## src/rtl/spi_master.sv

```systemverilog
// SPI mode-0 master: MSB first, one DATA_W-bit word per chip-select frame.
// sclk is a registered divide of clk; everything lives in the clk domain.
module spi_master #(
  parameter int unsigned CLK_DIV = 4,
  parameter int unsigned DATA_W  = 8,
  parameter int unsigned CS_GAP  = 4
) (
  input  logic              clk,
  input  logic              rst_n,
  input  logic [DATA_W-1:0] tx_data,
  input  logic              tx_start,
  output logic              busy,
  output logic [DATA_W-1:0] rx_data,
  output logic              data_valid,
  output logic              sclk,
  output logic              cs,
  output logic              mosi,
  input  logic              miso
);

  localparam int unsigned DIV_W = $clog2(CLK_DIV + 1);
  localparam int unsigned BIT_W = $clog2(DATA_W + 1);
  localparam int unsigned GAP_W = (CS_GAP > 0) ? $clog2(CS_GAP + 1) : 1;

  localparam logic [DIV_W-1:0] DIV_LAST = DIV_W'(CLK_DIV - 1);
  localparam logic [BIT_W-1:0] BIT_LAST = BIT_W'(DATA_W);
  localparam logic [GAP_W-1:0] GAP_LAST = GAP_W'(CS_GAP - 1);

  typedef enum logic [2:0] {
    IDLE  = 3'd0,
    SETUP = 3'd1,
    HIGH  = 3'd2,
    LOW   = 3'd3,
    GAP   = 3'd4
  } state_e;

  state_e              state_q,      state_d;
  logic [DIV_W-1:0]    div_cnt_q,    div_cnt_d;
  logic [BIT_W-1:0]    bit_cnt_q,    bit_cnt_d;
  logic [GAP_W-1:0]    gap_cnt_q,    gap_cnt_d;
  logic [DATA_W-1:0]   tx_shift_q,   tx_shift_d;
  logic [DATA_W-1:0]   rx_shift_q,   rx_shift_d;
  logic [DATA_W-1:0]   rx_data_q,    rx_data_d;
  logic                data_valid_q, data_valid_d;
  logic                sclk_q,       sclk_d;
  logic                cs_q,         cs_d;
  logic                mosi_q,       mosi_d;
  logic                busy_q,       busy_d;
  logic                div_done;

  // State and datapath registers, synchronous active-low reset
  always_ff @(posedge clk) begin
    if (!rst_n) begin
      state_q      <= IDLE;
      div_cnt_q    <= '0;
      bit_cnt_q    <= '0;
      gap_cnt_q    <= '0;
      tx_shift_q   <= '0;
      rx_shift_q   <= '0;
      rx_data_q    <= '0;
      data_valid_q <= 1'b0;
      sclk_q       <= 1'b0;
      cs_q         <= 1'b1;
      mosi_q       <= 1'b0;
      busy_q       <= 1'b0;
    end else begin
      state_q      <= state_d;
      div_cnt_q    <= div_cnt_d;
      bit_cnt_q    <= bit_cnt_d;
      gap_cnt_q    <= gap_cnt_d;
      tx_shift_q   <= tx_shift_d;
      rx_shift_q   <= rx_shift_d;
      rx_data_q    <= rx_data_d;
      data_valid_q <= data_valid_d;
      sclk_q       <= sclk_d;
      cs_q         <= cs_d;
      mosi_q       <= mosi_d;
      busy_q       <= busy_d;
    end
  end

  // Next-state and output logic; every phase lasts CLK_DIV cycles
  always_comb begin
    state_d      = state_q;
    div_cnt_d    = div_cnt_q;
    bit_cnt_d    = bit_cnt_q;
    gap_cnt_d    = gap_cnt_q;
    tx_shift_d   = tx_shift_q;
    rx_shift_d   = rx_shift_q;
    rx_data_d    = rx_data_q;
    data_valid_d = 1'b0;
    sclk_d       = sclk_q;
    cs_d         = cs_q;
    mosi_d       = mosi_q;
    busy_d       = busy_q;
    div_done     = (div_cnt_q == DIV_LAST);

    case (state_q)
      IDLE: begin
        if (tx_start) begin
          tx_shift_d = tx_data;
          mosi_d     = tx_data[DATA_W-1];
          cs_d       = 1'b0;
          busy_d     = 1'b1;
          div_cnt_d  = '0;
          bit_cnt_d  = '0;
          state_d    = SETUP;
        end
      end

      SETUP: begin
        if (div_done) begin
          // First rising sclk edge: slave has held the MSB on miso since cs fell
          div_cnt_d  = '0;
          sclk_d     = 1'b1;
          bit_cnt_d  = bit_cnt_q + BIT_W'(1);
          rx_shift_d = {rx_shift_q[DATA_W-2:0], miso};
          state_d    = HIGH;
        end else begin
          div_cnt_d = div_cnt_q + DIV_W'(1);
        end
      end

      HIGH: begin
        if (div_done) begin
          div_cnt_d = '0;
          sclk_d    = 1'b0;
          state_d   = LOW;
          // After the last bit mosi keeps the LSB through the closing low phase
          if (bit_cnt_q != BIT_LAST) begin
            tx_shift_d = tx_shift_q << 1;
            mosi_d     = tx_shift_q[DATA_W-2];
          end
        end else begin
          div_cnt_d = div_cnt_q + DIV_W'(1);
        end
      end

      LOW: begin
        if (div_done) begin
          div_cnt_d = '0;
          if (bit_cnt_q == BIT_LAST) begin
            cs_d         = 1'b1;
            data_valid_d = 1'b1;
            rx_data_d    = rx_shift_q;
            gap_cnt_d    = '0;
            if (CS_GAP == 0) begin
              busy_d  = 1'b0;
              state_d = IDLE;
            end else begin
              state_d = GAP;
            end
          end else begin
            sclk_d     = 1'b1;
            bit_cnt_d  = bit_cnt_q + BIT_W'(1);
            rx_shift_d = {rx_shift_q[DATA_W-2:0], miso};
            state_d    = HIGH;
          end
        end else begin
          div_cnt_d = div_cnt_q + DIV_W'(1);
        end
      end

      GAP: begin
        if (gap_cnt_q == GAP_LAST) begin
          busy_d  = 1'b0;
          state_d = IDLE;
        end else begin
          gap_cnt_d = gap_cnt_q + GAP_W'(1);
        end
      end

      default: begin
        state_d = IDLE;
      end
    endcase
  end

  assign busy       = busy_q;
  assign rx_data    = rx_data_q;
  assign data_valid = data_valid_q;
  assign sclk       = sclk_q;
  assign cs         = cs_q;
  assign mosi       = mosi_q;

endmodule

```

## config.mk

```make
export PLATFORM = sky130hd
export DESIGN_NAME = spi_master
export DESIGN_NICKNAME = d
export VERILOG_FILES = /design/src/rtl/spi_master.sv
export SDC_FILE = /design/constraint.sdc
export NUM_CORES = 1
export LEC_CHECK = 0
export CAP_MARGIN = 20
export CORE_UTILIZATION = 35
export CTS_CLUSTER_DIAMETER = 80
export DETAILED_ROUTE_END_ITERATION = 7
export DONT_BUFFER_PORTS = 1
export HOLD_SLACK_MARGIN = 0.06
export PLACE_DENSITY = 0.45
export SETUP_SLACK_MARGIN = 0.05
export SYNTH_ARGS = -nofsm -noshare
export SYNTH_HDL_FRONTEND = slang
export SYNTH_SLANG_ARGS = --single-unit
```

## constraint.sdc

```tcl
create_clock -name clk -period 2.1 [get_ports clk]
set_clock_uncertainty 0.15 [all_clocks]
set_input_delay 0.42 -clock clk [delete_from_list [all_inputs] [get_ports clk]]
set_output_delay 0.42 -clock clk [all_outputs]
set_load 0.02 [all_outputs]
```

==> flow_results.xml <==
<?xml version="1.0" encoding="UTF-8"?>
<metrics>
  <group name="clock_network">
    <metric name="cts.reportedPaths.clkPinSlew" unit="ns">0.08</metric>
    <metric name="cts_made_buffers" unit="">5</metric>
    <metric name="max-clock-path-buffers" unit="">2</metric>
    <metric name="clock_tree.root_cell" unit="">sky130_fd_sc_hd__clkbuf_8</metric>
    <metric name="cts.sink_count" unit="">41</metric>
    <metric name="clock_tree.htree_level_count" unit="">2</metric>
    <metric name="cts_tree" unit="">yes</metric>
    <metric name="clk-insertion-delay-late" unit="ns">0.29</metric>
  </group>
  <group name="power_and_ir_drop">
    <metric name="power-per-cell-area" unit="nW/um^2">725.8</metric>
    <metric name="peak_ir_drop_on_the_vdd_network" unit="uV">341.2</metric>
    <metric name="power_leakage" unit="uW">0.0007412</metric>
  </group>
  <group name="setup_path">
    <metric name="worst-r2r-setup-slack" unit="ns">0.11</metric>
    <metric name="crit_path_end" unit="">gap_cnt_q[0]$_SDFFE_PN0P_</metric>
    <metric name="timing.critical_path.required" unit="ns">2.13</metric>
    <metric name="critical_path_peak_fanout" unit="">7</metric>
    <metric name="critical_path.startpoint_type" unit="">flip-flop</metric>
    <metric name="end_kind" unit="">flip-flop</metric>
    <metric name="criticalPathCategory" unit="">reg -&gt; reg</metric>
    <metric name="crit-reg2reg-launch" unit="">gap_cnt_q[0]$_SDFFE_PN0P_</metric>
    <metric name="r2r_cells" unit="">5</metric>
    <metric name="crit-reg2reg-capture" unit="">gap_cnt_q[0]$_SDFFE_PN0P_</metric>
    <metric name="cp_data_arrival_time" unit="ns">2.02</metric>
    <metric name="crit_start" unit="">gap_cnt_q[0]$_SDFFE_PN0P_</metric>
  </group>
  <group name="placed_design">
    <metric name="dp.final_hpwl" unit="um">2691</metric>
    <metric name="placedInstanceArea" unit="um^2">1903</metric>
    <metric name="port_buffers" unit="">0</metric>
    <metric name="placed_cells" unit="">273</metric>
    <metric name="place.gp.congestion" unit="">0.7356</metric>
  </group>
  <group name="final_layout">
    <metric name="fraction_of_layout_instances_using_a_drive_strength_above_1" unit="%">14.93</metric>
    <metric name="antenna_cells_inserted" unit="">0</metric>
    <metric name="finalNetCount" unit="">238</metric>
    <metric name="instances_no_fill" unit="">288</metric>
    <metric name="layout.cells.most_common_list" unit="">42 x sky130_fd_sc_hd__nand2_1, 39 x sky130_fd_sc_hd__dfxtp_1, 26 x sky130_fd_sc_hd__a21oi_1</metric>
    <metric name="post-route-cell-area" unit="um^2">2096</metric>
    <metric name="leading_cell_type_in_the_layout_fill_and_taps_excluded" unit="">sky130_fd_sc_hd__nand2_1</metric>
    <metric name="layout-area-overhead-vs-synth" unit="%">15.84</metric>
  </group>
  <group name="logic_synthesis">
    <metric name="ys_seq_elements" unit="">41</metric>
    <metric name="mappedNetlistNets" unit="">226</metric>
    <metric name="synth_top_area_cell" unit="">sky130_fd_sc_hd__dfxtp_1</metric>
    <metric name="synth_warnings" unit="">0</metric>
    <metric name="netlist_instances" unit="">209</metric>
    <metric name="netlist_area" unit="um^2">1809</metric>
    <metric name="count_of_flip_flops_with_a_built_in_enable_after_synthesis" unit="">0</metric>
    <metric name="synth_largest_type_area_fraction" unit="%">45.37</metric>
    <metric name="yosys_cell_types" unit="">36</metric>
    <metric name="synth_flop_cell" unit="">sky130_fd_sc_hd__dfxtp_1</metric>
    <metric name="synth_async_sr_flop_share" unit="%">0</metric>
    <metric name="seq_area_frac_synth" unit="%">45.37</metric>
    <metric name="synth_top_cells_by_area" unit="">sky130_fd_sc_hd__dfxtp_1 45%, sky130_fd_sc_hd__nand2_1 8.7%, sky130_fd_sc_hd__a21oi_1 7.2%</metric>
    <metric name="synth.avg_cell_area" unit="um^2">8.657</metric>
  </group>
  <group name="global_route">
    <metric name="global_route_wire_length_before_repair" unit="um">6582</metric>
    <metric name="global_route.overflow_total" unit="">0</metric>
    <metric name="antenna_violations_before_repair" unit="">0</metric>
    <metric name="pin_count_of_the_biggest_net_entering_global_routing" unit="">32</metric>
    <metric name="globalRouteTotalUtil" unit="%">15.89</metric>
    <metric name="first_global_vias" unit="">1423</metric>
  </group>
  <group name="die">
    <metric name="design.core.area" unit="um^2">4848</metric>
    <metric name="io-pin-count" unit="">25</metric>
    <metric name="die_w" unit="um">73.90</metric>
    <metric name="initial_utilization" unit="%">37.32</metric>
    <metric name="floorplan.die_area" unit="um^2">5460</metric>
    <metric name="die_y" unit="um">73.90</metric>
    <metric name="floorplan.rows" unit="">25</metric>
  </group>
  <group name="detailed_routing">
    <metric name="routed_wl" unit="um">3961</metric>
    <metric name="routed_vias_inst" unit="">5.167</metric>
    <metric name="dr.pass1.iters" unit="">4</metric>
    <metric name="wl_per_cell" unit="um">13.75</metric>
    <metric name="routed_vias" unit="">1488</metric>
    <metric name="drcViolationCount" unit="">0</metric>
    <metric name="antenna_left" unit="">0</metric>
    <metric name="first_iter_violations" unit="">99</metric>
  </group>
  <group name="worst_hold_path">
    <metric name="path_class_of_the_lowest_slack_min_delay_path" unit="">in -&gt; reg</metric>
    <metric name="hold_depth" unit="">1</metric>
    <metric name="holdCritStartpoint" unit="">rst_n</metric>
  </group>
  <group name="run_status">
    <metric name="outcome" unit="">finished, final reports clean</metric>
  </group>
  <group name="timing">
    <metric name="max_slew_margin" unit="%">70.39</metric>
    <metric name="final_total_negative_setup_slack" unit="ns">0</metric>
    <metric name="grt_setup_unrepaired" unit="">true</metric>
    <metric name="slew_violations" unit="">0</metric>
    <metric name="report.final.setup_viol" unit="">0</metric>
    <metric name="post_route_fraction_of_the_period_consumed_by_the_critical_path" unit="%">94.76</metric>
    <metric name="finalWorstPathRequiredPeriod" unit="ns">1.990</metric>
    <metric name="fmax" unit="MHz">502.5</metric>
    <metric name="finalHoldViolations" unit="">0</metric>
    <metric name="worst-slew-pin-transition" unit="ns">0.4436</metric>
  </group>
  <group name="run">
    <metric name="max_cap_viol_count" unit="">0</metric>
  </group>
</metrics>
-- timing repair --
action                     4_1_cts  5_1_grt
setup buffers                    0        6
setup endpoints to repair        0        9
hold buffers                     1        0
resized for setup                0        4
hold endpoints to repair         1        0
-- worst max-delay path, cell delays in order (launching register included) --
cell                      delay (ns)
sky130_fd_sc_hd__dfxtp_1        0.33
sky130_fd_sc_hd__ha_1           0.20
sky130_fd_sc_hd__ha_1           0.19
sky130_fd_sc_hd__or4b_1         0.59
sky130_fd_sc_hd__and3_1         0.23
sky130_fd_sc_hd__o21a_1         0.19
-- power by group --
part           internal (uW)  switching (uW)
clock network            345             260
logic                   47.4            50.3
registers                796            22.0
-- routing by layer --
layer | global-route usage (%) | share of wire (%)
met5 | 0 | 0
met2 | 25.08 | 47
met4 | 5.769 | 0.81
met1 | 20.61 | 48
met3 | 4.527 | 4.0
-- final cells by class --
| type | count | area [um^2] |
|---|---|---|
| clock buffers | 5 | 68.82 |
| multi-input cells | 150 | 902.1 |
| inverters | 6 | 22.52 |
| fillers | 503 | 2753 |
| flip-flops and latches | 41 | 823.3 |
| repair buffers | 17 | 160.2 |
| well taps | 67 | 83.83 |
| clock inverters | 2 | 35.03 |
-- worst min-delay path by stage --
stage                            endpoint
6_report                busy$_SDFFE_PN0P_
3_3_place_gp      rx_data[7]$_SDFFE_PN0P_
2_1_floorplan     rx_data[7]$_SDFFE_PN0P_
3_5_place_dp   rx_shift_q[7]$_SDFFE_PN0P_
4_1_cts                 busy$_SDFFE_PN0P_
5_1_grt                 busy$_SDFFE_PN0P_
-- per-stage QoR --
step                      power, uW  utilization, %  hold slack, ns  setup WS (ns)
final                          1521           43.23          0.1078         0.1101
after global routing           1599           43.23         0.08864        0.02432
after CTS                      1529           41.60         0.09610         0.1026
after detailed placement      919.7           39.25          0.2978         0.1137
after global placement        916.1           39.25          0.2946         0.2079
after floorplan               901.6               -          0.2821         0.2235
-- cells in the mapped netlist (all sizes together), types with 2 or more instances --
| library cell | instances |
|---|---|
| nand3 | 6 |
| o21a | 2 |
| nor3 | 5 |
| nor2b | 2 |
| a211oi | 9 |
| buf | 5 |
| nand3b | 3 |
| o21ai | 6 |
| mux2i | 8 |
| dfxtp | 41 |
| nand2b | 6 |
| inv | 6 |
| nor2 | 15 |
| a21oi | 26 |
| clkbuf | 7 |
| nand2 | 42 |
| ha | 5 |
| a31oi | 2 |
-- registers in the layout, indices dropped and copies added, names as in the netlist --
signal / cells
bit_cnt_q: 4
busy: 1
cs: 1
data_valid: 1
div_cnt_q: 3
gap_cnt_q: 3
mosi: 1
rx_data: 8
rx_shift_q: 8
sclk: 1
state_q: 3
tx_shift_q: 7
-- logic make-up (layout without fill, tap and decap cells) --
| kind of cell | after synthesis | in the layout | share of synthesized area, % |
|---|---|---|---|
| AND/OR/NAND/NOR | 87 | 87 | 23.72 |
| AO/OA/AOI/OAI | 50 | 50 | 17.91 |
| flip-flops | 41 | 41 | 45.37 |
| buffers and inverters | 18 | 30 | 5.118 |
| multiplexers | 8 | 8 | 4.426 |
| adder cells (fa/ha/maj) | 5 | 5 | 3.458 |
Note: power is estimated with default switching activity, not from simulation.
